==> src/rtl/csr_pkg.sv <==
// csr_pkg: types shared between the CSR file and the interrupt sources that feed mip.
package csr_pkg;

    // Machine-level interrupt lines, in mip bit order (MSIP=3, MTIP=7, MEIP=11).
    typedef struct packed {
        logic m_software;
        logic m_timer;
        logic m_external;
    } irqs_t;

endpackage

==> src/rtl/mtimer_pkg.sv <==
// mtimer_pkg: register map of the machine timer and a byte-enable merge helper.
package mtimer_pkg;

    localparam logic [4:0] MTIMER_MTIME_LO    = 5'h00;
    localparam logic [4:0] MTIMER_MTIME_HI    = 5'h04;
    localparam logic [4:0] MTIMER_MTIMECMP_LO = 5'h08;
    localparam logic [4:0] MTIMER_MTIMECMP_HI = 5'h0C;
    localparam logic [4:0] MTIMER_MSIP        = 5'h10;
    localparam logic [4:0] MTIMER_MAP_SIZE    = 5'h14;

    // Replace the bytes of old_val selected by be with the matching bytes of wdata.
    function automatic logic [31:0] mtimer_be_merge(input logic [31:0] old_val,
                                                    input logic [31:0] wdata,
                                                    input logic [3:0]  be);
        logic [31:0] merged;
        merged = old_val;
        for (int b = 0; b < 4; b++) begin
            if (be[b]) begin
                merged[8*b +: 8] = wdata[8*b +: 8];
            end
        end
        return merged;
    endfunction

endpackage

==> src/rtl/mtimer_prescaler.sv <==
// mtimer_prescaler: divides the core clock, pulsing tick once every PRESCALE cycles.
module mtimer_prescaler #(
    parameter int unsigned PRESCALE = 1
) (
    input  logic clk,
    input  logic rst,
    output logic tick
);

    localparam logic [15:0] LAST_COUNT = 16'(PRESCALE - 1);

    logic [15:0] count_q;

    assign tick = (count_q == LAST_COUNT);

    // Count 0..PRESCALE-1 and wrap on the tick cycle.
    always_ff @(posedge clk or posedge rst) begin
        if (rst) begin
            count_q <= '0;
        end else if (tick) begin
            count_q <= '0;
        end else begin
            count_q <= count_q + 16'd1;
        end
    end

endmodule

==> src/rtl/mtimer.sv <==
// mtimer: memory-mapped mtime/mtimecmp/msip block driving the machine timer and
// software interrupt lines. Optional macro YARC_MTIMER_HI_LATCH_EN adds a shadow of
// mtime[63:32] captured on MTIME_LO reads so a LO-then-HI read pair is tear-free.
module mtimer
    import mtimer_pkg::*;
    import csr_pkg::*;
#(
    parameter int unsigned PRESCALE  = 1,
    parameter logic [31:0] BASE_ADDR = 32'h0200_0000
) (
    input  logic        clk_i,
    input  logic        rst_i,
    input  logic        req_i,
    input  logic        we_i,
    input  logic [31:0] addr_i,
    input  logic [3:0]  be_i,
    input  logic [31:0] wdata_i,
    output logic        gnt_o,
    output logic        rvalid_o,
    output logic [31:0] rdata_o,
    output logic        err_o,
    output irqs_t       irqs_o
);

    logic        tick;
    logic [63:0] mtime_q;
    logic [63:0] mtimecmp_q;
    logic        msip_q;
    logic        m_timer_q;
    logic [63:0] mtime_d;
    logic [63:0] mtimecmp_d;
    logic        msip_d;
    logic        mtime_written;
    logic [31:0] rdata_mux;
    logic [4:0]  offset;
    logic        addr_ok;
    logic        rd_en;
    logic        wr_en;
    logic        rvalid_q;
    logic        err_q;
    logic [31:0] rdata_q;
`ifdef YARC_MTIMER_HI_LATCH_EN
    logic [31:0] mtime_hi_shadow_q;
`endif

    mtimer_prescaler #(
        .PRESCALE (PRESCALE)
    ) u_prescaler (
        .clk  (clk_i),
        .rst  (rst_i),
        .tick (tick)
    );

    // Only the low five address bits select a register; a foreign window or a
    // misaligned or out-of-range offset is an error and has no side effects.
    assign offset  = addr_i[4:0];
    assign addr_ok = (addr_i[31:5] == BASE_ADDR[31:5]) && (addr_i[1:0] == 2'b00) &&
                     (offset < MTIMER_MAP_SIZE);
    assign rd_en   = req_i && !we_i && addr_ok;
    assign wr_en   = req_i && we_i && addr_ok;

    // Read mux over the current register values, i.e. before any same-cycle update.
    always_comb begin
        rdata_mux = '0;
        case (offset)
            MTIMER_MTIME_LO:    rdata_mux = mtime_q[31:0];
`ifdef YARC_MTIMER_HI_LATCH_EN
            MTIMER_MTIME_HI:    rdata_mux = mtime_hi_shadow_q;
`else
            MTIMER_MTIME_HI:    rdata_mux = mtime_q[63:32];
`endif
            MTIMER_MTIMECMP_LO: rdata_mux = mtimecmp_q[31:0];
            MTIMER_MTIMECMP_HI: rdata_mux = mtimecmp_q[63:32];
            MTIMER_MSIP:        rdata_mux = {31'b0, msip_q};
            default:            rdata_mux = '0;
        endcase
    end

    // Next register values: bus writes win, and any written mtime byte suppresses
    // the tick increment for the whole 64-bit counter that cycle.
    always_comb begin
        mtime_d       = mtime_q;
        mtimecmp_d    = mtimecmp_q;
        msip_d        = msip_q;
        mtime_written = 1'b0;
        if (wr_en) begin
            case (offset)
                MTIMER_MTIME_LO: begin
                    mtime_d[31:0] = mtimer_be_merge(mtime_q[31:0], wdata_i, be_i);
                    mtime_written = |be_i;
                end
                MTIMER_MTIME_HI: begin
                    mtime_d[63:32] = mtimer_be_merge(mtime_q[63:32], wdata_i, be_i);
                    mtime_written  = |be_i;
                end
                MTIMER_MTIMECMP_LO: mtimecmp_d[31:0]  = mtimer_be_merge(mtimecmp_q[31:0], wdata_i, be_i);
                MTIMER_MTIMECMP_HI: mtimecmp_d[63:32] = mtimer_be_merge(mtimecmp_q[63:32], wdata_i, be_i);
                MTIMER_MSIP: begin
                    if (be_i[0]) begin
                        msip_d = wdata_i[0];
                    end
                end
                default: ;
            endcase
        end
        if (tick && !mtime_written) begin
            mtime_d = mtime_q + 64'd1;
        end
    end

    // Architectural timer state.
    always_ff @(posedge clk_i or posedge rst_i) begin
        if (rst_i) begin
            mtime_q    <= '0;
            mtimecmp_q <= '1;
            msip_q     <= 1'b0;
        end else begin
            mtime_q    <= mtime_d;
            mtimecmp_q <= mtimecmp_d;
            msip_q     <= msip_d;
        end
    end

    // One response per accepted request, exactly one cycle later.
    always_ff @(posedge clk_i or posedge rst_i) begin
        if (rst_i) begin
            rvalid_q <= 1'b0;
            err_q    <= 1'b0;
            rdata_q  <= '0;
        end else begin
            rvalid_q <= req_i;
            err_q    <= req_i && !addr_ok;
            rdata_q  <= rd_en ? rdata_mux : 32'h0;
        end
    end

    // Timer interrupt is a registered level of the unsigned 64-bit compare.
    always_ff @(posedge clk_i or posedge rst_i) begin
        if (rst_i) begin
            m_timer_q <= 1'b0;
        end else begin
            m_timer_q <= (mtime_q >= mtimecmp_q);
        end
    end

`ifdef YARC_MTIMER_HI_LATCH_EN
    // Snapshot the upper half on a LO read; a HI write keeps the shadow coherent.
    always_ff @(posedge clk_i or posedge rst_i) begin
        if (rst_i) begin
            mtime_hi_shadow_q <= '0;
        end else if (rd_en && (offset == MTIMER_MTIME_LO)) begin
            mtime_hi_shadow_q <= mtime_q[63:32];
        end else if (wr_en && (offset == MTIMER_MTIME_HI)) begin
            mtime_hi_shadow_q <= mtimer_be_merge(mtime_q[63:32], wdata_i, be_i);
        end
    end
`endif

    assign gnt_o    = 1'b1;
    assign rvalid_o = rvalid_q;
    assign rdata_o  = rdata_q;
    assign err_o    = err_q;
    assign irqs_o   = '{m_software: msip_q, m_timer: m_timer_q, m_external: 1'b0};

endmodule

==> config.mk <==
export PLATFORM = sky130hd
export DESIGN_NAME = mtimer
export DESIGN_NICKNAME = d
export VERILOG_FILES = /design/src/rtl/csr_pkg.sv /design/src/rtl/mtimer_pkg.sv /design/src/rtl/mtimer_prescaler.sv /design/src/rtl/mtimer.sv
export SDC_FILE = /design/constraint.sdc
export NUM_CORES = 1
export LEC_CHECK = 0
export CAP_MARGIN = 20
export CELL_PAD_IN_SITES_DETAIL_PLACEMENT = 0
export CELL_PAD_IN_SITES_GLOBAL_PLACEMENT = 1
export CORE_ASPECT_RATIO = 1.25
export CORE_MARGIN = 3
export CORE_UTILIZATION = 45
export CTS_BUF_LIST = sky130_fd_sc_hd__clkbuf_8 sky130_fd_sc_hd__clkbuf_16
export DETAILED_ROUTE_END_ITERATION = 10
export PLACE_DENSITY = 0.8
export RECOVER_POWER = 25
export SYNTH_ARGS = -nofsm -noshare
export SYNTH_HDL_FRONTEND = slang
export SYNTH_SLANG_ARGS = --single-unit
==> constraint.sdc <==
create_clock -name clk_i -period 9.8 [get_ports clk_i]
set_clock_uncertainty 0.15 [all_clocks]
set_input_delay 2.94 -clock clk_i [delete_from_list [all_inputs] [get_ports clk_i]]
set_output_delay 2.94 -clock clk_i [all_outputs]
set_load 0.005 [all_outputs]
== After elaboration in Yosys (flattened, before gate mapping) ==
Index checks and enable logic that the tools add are counted.

* $add $sub $neg: 2
* $lt $le $gt $ge: 2
* Equality and inequality tests: 5
* Multiplexer cells: 13
* Reduce and logical (&&, ||, !) cells: 40

{| class="wikitable"
|+ Operator list
! kind !! count
|-
| $pmux W32 S5 || 1
|-
| $mux W64 || 2
|-
| $mux W32 || 3
|-
| $add A64 B1 Y64 const B || 1
|-
| $ge A64 B64 Y1 || 1
|-
| $reduce_and A3 Y1 || 17
|-
| $mux W8 || 4
|-
| $eq A27 B21 Y1 const B || 1
|-
| $add A16 B1 Y16 const B || 1
|-
| $logic_not A16 Y1 || 1
|-
| $mux W16 || 1
|-
| $reduce_bool A2 Y1 || 7
|-
| $eq A5 B4 Y1 const B || 2
|-
| $logic_and A1 B1 Y1 || 8
|-
| $eq A5 B3 Y1 const B || 1
|-
| $eq A5 B5 Y1 const B || 1
|-
| $logic_not A5 Y1 || 1
|-
| $lt A5 B5 Y1 const B || 1
|-
| $reduce_or A4 Y1 || 1
|-
| $logic_not A1 Y1 || 3
|-
| $logic_not A2 Y1 || 1
|-
| $mux W1 || 2
|-
| $reduce_or A2 Y1 || 1
|}

* Flip-flop bits (word level): 180
* Bits of input ports: 72
* Output and inout port bits: 38
* Word-level logic and storage cells: 84

== Depth between registers and ports, before layout ==
* Depth in word-level cells: 9
* Depth in mapped cells: 10
* Depth with buffers taken out: 8

== Hierarchy ==
Synthesis repeated with hierarchy kept, for this count alone.

* Cells, all modules: 1145
* Area, all modules: 11340.9 um^2

{| class="wikitable"
|+ Modules (own cells, without submodules)
! module !! instances !! cells an instance !! area each (um^2) !! sequential area each (um^2)
|-
| mtimer || 1 || 1075 || 10546.4 || 4184.0
|-
| mtimer_prescaler || 1 || 70 || 794.5 || 400.4
|}

== Least setup slack after synthesis ==
Ideal clock, no wire load.

* Path type: input to register
* Start point: input port addr_i[1]
* End point: register mtime_q[45]
* Setup time: 0.129 ns
* Data arrival time: 4.690 ns
* Required time: 9.521 ns
* Path slack: 4.830 ns
* Cell stages on the path: 9
* Buffers on the path: 3
* Path through: or4_1 -> buf_2 -> nor4_4 -> a41o_1 -> buf_4 -> buf_4 -> a21oi_1 -> o21ai_0 -> nand3_1

* Cells in the longest elaborated chain, start to end: 9
* Elaborated cells on any way between the ends: 17
* Those cells by class: order compare (1); eq/ne (1); mux (3); reduce/logical (12)

{| class="wikitable"
|+ Ends and longest elaborated chain
! what !! line !! text
|-
| start, declared || mtimer.sv:15 || <nowiki>input logic [31:0] addr_i,</nowiki>
|-
| parallel branches: the longest is 9 deep, another holds $lt A5 B5 Y1 || n/a ||
|-
| end signal, assigned || mtimer.sv:118 || <nowiki>mtime_q <= mtime_d;</nowiki>
|-
| end, declared || mtimer.sv:26 || <nowiki>logic [63:0] mtime_q;</nowiki>
|}

Several ways; the timed one is not identified.
A chain may end at the register's enable or synchronous reset.

==> results.json <==
{
  "area_growth_pct": 17.3,
  "final_core_util": 0.542,
  "grt_max_degree": 106,
  "worstPathRequired_ns": 10.20,
  "yosys-top-cells-area": "dfrtp_1, dfstp_2, ha_1",
  "synth_top_family_by_area": "simple AND/OR/NAND/NOR gates",
  "worstMarginPinSlew_ns": 4.71,
  "cts_tree": "done",
  "whs_ns": 0.339,
  "synth.top_cells.by_count": "dfrtp_1, nand2_1, inv_1",
  "grt_pass1_wl_mm": 55.5,
  "n_antenna_cell": 0,
  "routedWlPerCell_um": 21.8,
  "critPathKind": "input port to asynchronous set/reset pin",
  "ir_worst_vdd_v": 0.000122,
  "grt_overflow": 0,
  "synthMuxAreaShare": 0.0231,
  "critPathTopFamily": "buffers and inverters",
  "clock_latency_ns": 0.45,
  "slowest_stage": "clkinvlp_2",
  "synth.ff_latch_count": 180,
  "switchingPower_uw": 368,
  "cts.clk_slew.worst_paths_ns": 0.07,
  "nets": 1417,
  "switching_share": 0.243,
  "yosys_warnings": 0,
  "core_area_um2": 24000,
  "critPathMaxFanout": 105,
  "wl_mm": 35.2,
  "synth_fa_ha_area_frac": 0.0756,
  "die_w_um": 146,
  "viasPerCell": 6.15,
  "hold_path_class": "flip-flop to flip-flop",
  "netlist_instances": 1204,
  "ant_nets": 0,
  "worst-path-buf-inv": 4,
  "hold_viol": 0,
  "pwr-share-seq": 0.493,
  "io_pins": 110,
  "drc": 0,
  "cp-start-kind": "input port",
  "htreeDepth": 4,
  "p_int_uw": 1140,
  "drv_cap": 1,
  "postSynth.asyncResetShare": 1.00,
  "drive_above_1_share": 0.131,
  "synth_cell_types": 84,
  "cts_resized": 0,
  "slowest_delay_ns": 2.60,
  "dominantRegCellSynth": "dfrtp_1",
  "ctsLongestPathBuffers": 2,
  "dp.cells": 1582,
  "p_leak_uw": 0.00524,
  "violations": "max-capacitance violations, max-slew violations",
  "grt_use_total": 0.265,
  "synth.cell_area_um2": 11100,
  "fp.dieArea_um2": 26600,
  "rr_startpoint": "mtime_q[1]",
  "die_h_um": 181,
  "drtPass1Iterations": 6,
  "fill_cells": 2282,
  "powerDensity_nw_per_um2": 116,
  "synth_top_area_cell": "dfrtp_1",
  "synth.most_common_cell": "dfrtp_1",
  "cts.sinks": 180,
  "crit_arrival_ns": 7.12,
  "cp_cell_sequence": "dlygate4sd3_1 -> clkinvlp_2 -> buf_4 -> buf_16",
  "yosysSeqAreaShare": 0.414,
  "startpoint": "rst_i",
  "vias": 9941,
  "post-dp-hpwl_mm": 25.1,
  "avgSynthCellArea_um2": 9.20,
  "max_freq_mhz": 149,
  "fin_cells": 1616,
  "synth_edf_count": 0,
  "cts_hold_buffers": 0,
  "slew_headroom": -2.16,
  "synth_compound_area_frac": 0.190,
  "port_buffers": 107,
  "netlist.area_leader.share": 0.262,
  "start_util": 0.462,
  "synth-xor-area-share": 0.0119,
  "synthesis.nets": 1343,
  "power_frac_clock": 0.454,
  "period_share": 0.686,
  "numCtsBuffers": 17,
  "holdCritStartpoint": "mtimecmp_q[1]",
  "rsz0062_at_grt": "no",
  "gp_congestion": 0.883,
  "grt_pass1_vias": 9681,
  "cts_root_buf": "clkbuf_16",
  "postCtsSetupBuffers": 0,
  "power_frac_comb": 0.053,
  "antenna_found_initial": 1,
  "drt-initial-drc-count": 874,
  "setup_violations": 0,
  "cp-end-kind": "asynchronous set/reset pin",
  "finalMaxSlewViolations": 106,
  "rows": 63,
  "pre_cts_ws_ns": 3.35,
  "status": "finished, violations left",
  "timing.final.ws_setup_ns": 3.07,
  "tns_ns": 0,
  "min_period_ns": 6.73,
  "synthSimpleGateAreaFrac": 0.221
}
==> per-layer routing <==
layer,GRT usage,wire length (um),part of all wire
met5,0,13,0.00037
met3,0.0509,2370,0.067
met2,0.433,16900,0.48
met4,0.0998,1050,0.030
met1,0.351,14800,0.42
==> power groups by stage <==
stage	clock network (uW)	registers (uW)	logic (uW)
3_3_place_gp	0	758	79.1
6_report	686	745	80.6
5_1_grt	735	744	86.3
2_1_floorplan	0	758	27.5
3_5_place_dp	0	758	79.5
4_1_cts	698	744	79.9
==> cell type report <==
cell class                      count  area (um2)  area share
Tap cell                          325         407      0.0313
Sequential cell                   180        4580       0.353
Inverter                          107         403      0.0310
Timing Repair Buffer              123        1210      0.0928
Clock buffer                       19         453      0.0348
Multi-Input combinational cell    849        5820       0.448
Clock inverter                     13         126     0.00972
==> worst min-delay path: stages, from the launching register on <==
cell     delay (ns)
dfstp_2        0.38
nand2_1        0.04
o21ai_0        0.06
==> final timing paths <==
path	slack (ns)	depth (start not counted)	endpoint
worst max-delay path	3.07	4	mtimecmp_q[26]
worst min-delay path	0.34	2	mtimecmp_q[1]
worst max register to register	6.01	7	mtime_q[40]
worst min register to register	0.34	2	mtimecmp_q[1]
max in group clk_i	3.69	8	mtime_q[8]
min in group asynchronous	4.22	2	rdata_o[12]
==> placed cells by master, fill, tap and decap left out, types with 7 or more instances in the layout <==
master / n
a21oi_1: 29
a222oi_1: 30
a22o_1: 27
a31oi_1: 13
and2_1: 9
and3_1: 18
and4_1: 13
buf_4: 13
clkbuf_16: 17
clkdlybuf4s50_1: 104
dfrtp_1: 116
dfstp_2: 64
ha_1: 67
inv_1: 106
mux2_2: 21
nand2_1: 113
nand2b_1: 8
nand3_1: 75
nand4_1: 58
nor2_1: 74
nor3_1: 23
nor4_1: 15
o211ai_1: 10
o21ai_0: 76
o221ai_1: 17
o22ai_1: 7
xnor2_1: 11
==> per-stage QoR <==
| step | total power [uW] | cell area [um2] |
|---|---|---|
| floorplan | 785 | 11100 |
| global placement | 837 | 12400 |
| detailed placement | 837 | 12400 |
| CTS | 1520 | 13000 |
| global route | 1570 | 13000 |
| finish | 1510 | 13000 |
==> cell families after synthesis <==
group           after synthesis
compound gates              285
xor+xnor                     15
fa+ha+maj                    67
buf+inv                     175
flops                       180
mux                          23
other cells                   2
simple gates                457
==> flip-flops by register name, indices dropped and copies added, names as in the netlist <==
| name | count |
|---|---|
| mtimecmp_q | 64 |
| rdata_o | 32 |
| mtime_q | 64 |
| m_timer_q | 1 |
| rvalid_o | 1 |
| u_prescaler.count_q | 16 |
| msip_q | 1 |
| err_o | 1 |
Power figures use the tool's default switching activity.
